**src/rtl/safe_sync_ctrl.sv**
```systemverilog
// safe_sync_ctrl: global lockstep-entry sequencer for NHARTS harts.
// Drives halt / sync interrupts and bus merge, votes per-hart status
// against a TMR majority or DMR all-enabled quorum, and enforces a
// bounded dwell in every wait state.

// Per-hart slice: masks status with the latched enable and decodes
// this hart's interrupt lines from the global state.
module safe_sync_ctrl_lane (
  input  logic en,
  input  logic mst,
  input  logic halt_ack,
  input  logic wfi,
  input  logic intc_ack,
  input  logic st_halt,
  input  logic st_intr,
  input  logic st_end,
  output logic vote_halt,
  output logic vote_wfi,
  output logic vote_intc,
  output logic mst_intc,
  output logic irq_halt,
  output logic irq_sync
);
  // The master counts as halted: it requested the sync, so it needs no ack.
  assign vote_halt = en & (halt_ack | mst);
  assign vote_wfi  = en & wfi;
  assign vote_intc = en & intc_ack;
  assign mst_intc  = mst & intc_ack;
  assign irq_halt  = st_halt & en & ~mst;
  assign irq_sync  = (st_intr & en) | (st_end & mst);
endmodule

module safe_sync_ctrl #(
  parameter int NHARTS         = 3,
  parameter int TIMEOUT_CYCLES = 1024,
  parameter int CNT_W          = $clog2(TIMEOUT_CYCLES) + 1
) (
  input  logic              clk_i,
  input  logic              rst_i,
  input  logic              safe_mode_i,
  input  logic              safe_configuration_i,
  input  logic [NHARTS-1:0] hart_en_i,
  input  logic [NHARTS-1:0] master_core_i,
  input  logic [NHARTS-1:0] initial_sync_master_i,
  input  logic [NHARTS-1:0] halt_ack_i,
  input  logic [NHARTS-1:0] hart_wfi_i,
  input  logic [NHARTS-1:0] hart_intc_ack_i,
  output logic [NHARTS-1:0] interrupt_halt_o,
  output logic [NHARTS-1:0] interrupt_sync_o,
  output logic              single_bus_o,
  output logic              sync_error_o,
  output logic              busy_o
);
  localparam logic [2:0] S_IDLE      = 3'd0;
  localparam logic [2:0] S_HALT_REQ  = 3'd1;
  localparam logic [2:0] S_WAIT_WFI  = 3'd2;
  localparam logic [2:0] S_INTR_SYNC = 3'd3;
  localparam logic [2:0] S_SYNC      = 3'd4;
  localparam logic [2:0] S_END_SYNC  = 3'd5;
  localparam logic [2:0] S_ERROR     = 3'd6;

  logic [2:0]        state_q, state_d;
  logic [CNT_W-1:0]  cnt_q, cnt_d;
  logic              mode_q;
  logic [NHARTS-1:0] en_q, mst_q;
  logic              latch;

  logic [NHARTS-1:0] vote_halt, vote_wfi, vote_intc, mst_intc;

  // Votes arrive pre-masked by en_q, so disabled harts never count.
  function automatic logic quorum(input logic [NHARTS-1:0] v,
                                  input logic [NHARTS-1:0] en,
                                  input logic              tmr);
    if (tmr) return $countones(v) >= ($countones(en) / 2 + 1);
    else     return v == en;
  endfunction

  for (genvar g = 0; g < NHARTS; g++) begin : g_lane
    safe_sync_ctrl_lane u_lane (
      .en        (en_q[g]),
      .mst       (mst_q[g]),
      .halt_ack  (halt_ack_i[g]),
      .wfi       (hart_wfi_i[g]),
      .intc_ack  (hart_intc_ack_i[g]),
      .st_halt   (state_q == S_HALT_REQ),
      .st_intr   (state_q == S_INTR_SYNC),
      .st_end    (state_q == S_END_SYNC),
      .vote_halt (vote_halt[g]),
      .vote_wfi  (vote_wfi[g]),
      .vote_intc (vote_intc[g]),
      .mst_intc  (mst_intc[g]),
      .irq_halt  (interrupt_halt_o[g]),
      .irq_sync  (interrupt_sync_o[g])
    );
  end

  logic start, bad_cfg, tmo, waiting;
  assign start   = safe_mode_i & |(initial_sync_master_i & master_core_i & hart_en_i);
  assign bad_cfg = ($countones(hart_en_i) < 2) | !$onehot(master_core_i) |
                   ((master_core_i & hart_en_i) != master_core_i);
  assign tmo     = cnt_q == CNT_W'(TIMEOUT_CYCLES - 1);
  assign waiting = (state_q == S_HALT_REQ) | (state_q == S_WAIT_WFI) |
                   (state_q == S_INTR_SYNC) | (state_q == S_END_SYNC);

  // Next-state and timeout counter; an exit condition beats the timeout.
  always_comb begin
    state_d = state_q;
    latch   = 1'b0;
    unique case (state_q)
      S_IDLE: if (start) begin
        latch   = 1'b1;
        state_d = bad_cfg ? S_ERROR : S_HALT_REQ;
      end
      S_HALT_REQ:  if (quorum(vote_halt, en_q, mode_q)) state_d = S_WAIT_WFI;
                   else if (tmo)                        state_d = S_ERROR;
      S_WAIT_WFI:  if (quorum(vote_wfi, en_q, mode_q))  state_d = S_INTR_SYNC;
                   else if (tmo)                        state_d = S_ERROR;
      S_INTR_SYNC: if (quorum(vote_intc, en_q, mode_q)) state_d = S_SYNC;
                   else if (tmo)                        state_d = S_ERROR;
      S_SYNC:      if (!safe_mode_i && quorum(vote_wfi, en_q, mode_q)) state_d = S_END_SYNC;
      S_END_SYNC:  if (|mst_intc)                       state_d = S_IDLE;
                   else if (tmo)                        state_d = S_ERROR;
      S_ERROR:     if (!safe_mode_i)                    state_d = S_IDLE;
      default:                                          state_d = S_IDLE;
    endcase
    cnt_d = cnt_q;
    if (state_d != state_q) cnt_d = '0;
    else if (waiting)       cnt_d = cnt_q + CNT_W'(1);
  end

  // State, counter and configuration latched at sequence start.
  always_ff @(posedge clk_i) begin
    if (rst_i) begin
      state_q <= S_IDLE;
      cnt_q   <= '0;
      mode_q  <= 1'b0;
      en_q    <= '0;
      mst_q   <= '0;
    end else begin
      state_q <= state_d;
      cnt_q   <= cnt_d;
      if (latch) begin
        mode_q <= safe_configuration_i;
        en_q   <= hart_en_i;
        mst_q  <= master_core_i;
      end
    end
  end

  assign single_bus_o = (state_q == S_INTR_SYNC) | (state_q == S_SYNC);
  assign sync_error_o = state_q == S_ERROR;
  assign busy_o       = state_q != S_IDLE;
endmodule

```
**config.mk**
```make
export PLATFORM = sky130hd
export DESIGN_NAME = safe_sync_ctrl
export DESIGN_NICKNAME = d
export VERILOG_FILES = /design/src/rtl/safe_sync_ctrl.sv
export SDC_FILE = /design/constraint.sdc
export NUM_CORES = 1
export LEC_CHECK = 0
export ABC_AREA = 1
export ABC_CLOCK_PERIOD_IN_PS = 2200
export BUFFER_PORTS_ARGS = -buffer_cell sky130_fd_sc_hd__buf_2
export CAP_MARGIN = 15
export CORE_MARGIN = 1
export CORE_UTILIZATION = 53
export CTS_BUF_LIST = sky130_fd_sc_hd__clkbuf_2
export CTS_CLUSTER_SIZE = 24
export DETAILED_ROUTE_END_ITERATION = 12
export GPL_TIMING_DRIVEN = 1
export PLACE_DENSITY = 0.79
export RECOVER_POWER = 25
export SYNTH_ARGS = -nofsm -noshare
export SYNTH_HDL_FRONTEND = slang
export SYNTH_SLANG_ARGS = --single-unit
```
**constraint.sdc**
```tcl
create_clock -name clk_i -period 2.2 [get_ports clk_i]
set_input_delay 0.11 -clock clk_i [delete_from_list [all_inputs] [get_ports clk_i]]
set_output_delay 0.11 -clock clk_i [all_outputs]
set_load 0.01 [all_outputs]
```
==> metrics.md <==
| Metric | Value |
|---|---|
| Status | finished with violations |
| Failing checks | setup timing |
| Worst-margin pin slew | 0.524 ns |
| Per-cell routed wire length | between 10 and 15 um |
| CORE AREA | ~3200 um^2 |
| Final hold vios | 0 |
| Net Sw Power | slightly below 600 uW |
| Startpoint types | flop |
| Overall global routing resource usage | between 20% and 30% |
| Die ar. | ~3700 um^2 |
| IO Pins | 31 |
| Synthesized area per cell | roughly 6.7 um^2 |
| Clock Power Share | between 10 and 15% |
| Critical path class | flop to flop |
| Endpoints failing setup | 12 |
| Placer Congestion | approximately 0.89 |
| Clock Sinks | 21 |
| Area contributors post-synth | dfxtp_1, nand2_1, inv_1, nand3_1, ha_1 |
| Worst-path clk slew | 0.21 ns |
| Worst Reg-to-Reg Cells | 11 |
| Largest net degree at the start of global routing | 15 |
| Post-synthesis cell count | about 270 |
| IO buf count | 30 |
| Comb pwr share | a little over half |
| Min Tclk post-route | between 2 and 2.5 ns |
| Placed cells | approximately 360 |
| Skew-Pair Late Insertion Delay | 0.35 ns |
| Post-DR vias/cell | just over 5 |
| Number of cell rows | 20 |
| Area growth syn-to-layout | 26.8% |
| Dpl ws | -0.283 ns |
| Final non-filler cell area | 2300 um^2 |
| Post-synth EDFFs | 0 |
| Max-slew violations | 0 |
| Placed inst area | about 2100 um^2 |
| Synth top cells by count | nand2_1, inv_1, nand3_1, nor2_1, dfxtp_1 |
| Fraction of layout cells with a size suffix above 1 | 37.4% |
| Most common cell in the netlist | nand2_1 |
| Tcrit/Tclk final | 112% |
| CP Launch Point | en_q[0] |
| Primary FF master, synth | dfxtp_1 |
| Non-filler instance count after layout | 365 |
| Worst hold path type | input port to flop |
| P_leak | about 1.1 nW |
| First-pass GRT wire length | between 7000 and 8000 um |
| Worst VDD drop | 531 uV |
| Pwr/cell area | roughly 570 nW/um^2 |
| Yosys warns | 0 |
| Fill cell count | ~250 |
| Total number of vias | ~1.8k |
| DR iter-0 viols | approximately 120 |
| Min-delay src | safe_configuration_i |
| Rel. slew slack | between 60% and 70% |
| GRT Residual Overflow | 0 |
| Sw Share | between 40 and 50% |
| Initial antenna violation count | 0 |
| Fin worst setup slack | -0.262 ns |
| Routed wire length | roughly 4500 um |
| Clock root cell | clkbuf_2 |
| Max-cap viol count | 0 |
| CP endpoint kind | flop |
| TritonCTS clock tree | yes |
| Cell taking the most area after synthesis | dfxtp_1 |
| Int Pwr | 731 uW |
| Multi-input logic area | ~1200 um^2 |
| Max Clock Skew | roughly 0.017 ns |
| Chip Height | slightly above 60 um |
| Post-synthesis net count | between 300 and 400 |
| Synthesized cell area | between 1500 and 2000 um^2 |
| FF+latch count, synth | 21 |
| H-tree Lvls | 1 |
| Top cell type's share of synthesized area | a little under a quarter |
| ANT nets after route | 0 |
| CP required | 2.49 ns |
| Design Power | 1.31 mW |
| Sequential Power Share | between 30% and 40% |
| Register area share after synthesis | a little under a quarter |
| # diodes | 0 |
| Post-synth ARST share | 0% |
| Critical-path maximum fanout | 8 |
| Post-DP HPWL | about 3200 um |
| Synth unique cells | 30 |
| Crit path DAT | 2.75 ns |
| Reg area | 435 um^2 |
| Final #Nets | 357 |
| RR Endpoint | cnt_q[5] |
| Horiz. Die Dim | slightly above 60 um |
| Unrepaired setup endpoints after global routing | yes |
| R2R setup slack | -0.26 ns |
| DRC | 0 |
| Drt first pass iters | 4 |
| CTS Buffer Depth | 2 |
| RR Startpoint | en_q[0] |
| Critical path endpoint | cnt_q[5] |
| Vias in the first global route | 1709 |
| Max Freq | between 0.4 and 0.5 GHz |
| Initial Util | a little under three fifths |
| Num CTS Buffers | 3 |
-- placed cells by master, fill, tap and decap left out, types with 4 or more instances in the layout --
cell / instances
nand2_1: 52
inv_1: 42
buf_2: 30
nor2_1: 23
nand3_1: 22
buf_4: 22
dfxtp_1: 15
inv_2: 13
nor3_2: 8
ha_1: 8
nor2_2: 7
nand2_2: 7
a211oi_1: 7
nand3_2: 5
xor2_1: 5
a21oi_2: 4
nor3_1: 4
xnor2_1: 4
nor3_4: 4
fa_1: 4
-- how the worst min path moves through the flow --
stage | cells after the start | endpoint | slack [ns]
after floorplan | 2 | en_q[0] | 0.28
after global placement | 3 | mode_q | 0.41
after detailed placement | 3 | mode_q | 0.41
after CTS | 3 | mode_q | 0.03
final | 3 | mode_q | 0.007
after global routing | 3 | mode_q | 0.01
-- routing by layer --
layer | vias to the layer above | GRT usage (%) | routed length [um]
met5 | - | 0 | 0
met1 | 828 | 37.6 | 2160
met3 | 7 | 2.77 | 176
li1 | 961 | - | -
met2 | 49 | 43.8 | 2070
met4 | 0 | 7.79 | 62
-- kinds of logic after synthesis --
group | Yosys count | share of synthesized area [%]
AO/OA/AOI/OAI | 26 | 8.85
adder cells (fa/ha/maj) | 13 | 10.6
XOR/XNOR | 9 | 4.35
flip-flops | 21 | 23.2
multiplexers | 1 | 0.553
AND/OR/NAND/NOR | 137 | 36.8
buffers and inverters | 65 | 15.6
-- final cells by class --
class	count	share of cell area [%]
timing repair buffer	55	15.4
sequential	21	19.0
inverter	55	8.99
clock buffer	3	0.654
clock inverter	1	0.218
multi-input combinational	186	53.4
tap	44	2.40
-- flip-flops by register name (all words and copies together) (netlist names) --
signal	count
mst_q	3
en_q	3
mode_q	1
cnt_q	11
state_q	3
-- stage by stage --
stage          hold WS (ns)  TNS (ns)  util [%]
2_1_floorplan         0.276         0         -
3_3_place_gp          0.409     -2.09      67.7
3_5_place_dp          0.415     -2.80      67.7
4_1_cts              0.0343     -2.11      70.8
5_1_grt              0.0102     -3.74      72.8
6_report            0.00674     -2.71      72.8
-- what timing repair did --
item	in CTS	in global routing
hold buffers	0	0
setup buffers	2	1
setup endpoints to repair	12	13
pin swaps	3	10
gates resized for setup	18	17
-- critical path, cell delays in order (launching register included) --
cell and delay (ns):
dfxtp_4 0.43, nand2_1 0.08, fa_1 0.55, ha_1 0.22
o21ai_1 0.14, nand2_1 0.10, o21ai_1 0.18, nor2_2 0.09
nor3_2 0.19, nand3_2 0.13, buf_8 0.17, nor3_4 0.11
-- power by group through the flow --
stage / logic [mW] / registers [mW] / clock network (mW)
4_1_cts: 0.633 / 0.447 / 0.166
3_3_place_gp: 0.580 / 0.453 / 0
2_1_floorplan: 0.407 / 0.449 / 0
5_1_grt: 0.763 / 0.455 / 0.191
3_5_place_dp: 0.586 / 0.454 / 0
6_report: 0.689 / 0.451 / 0.169
Power figures use the tool's default switching activity.
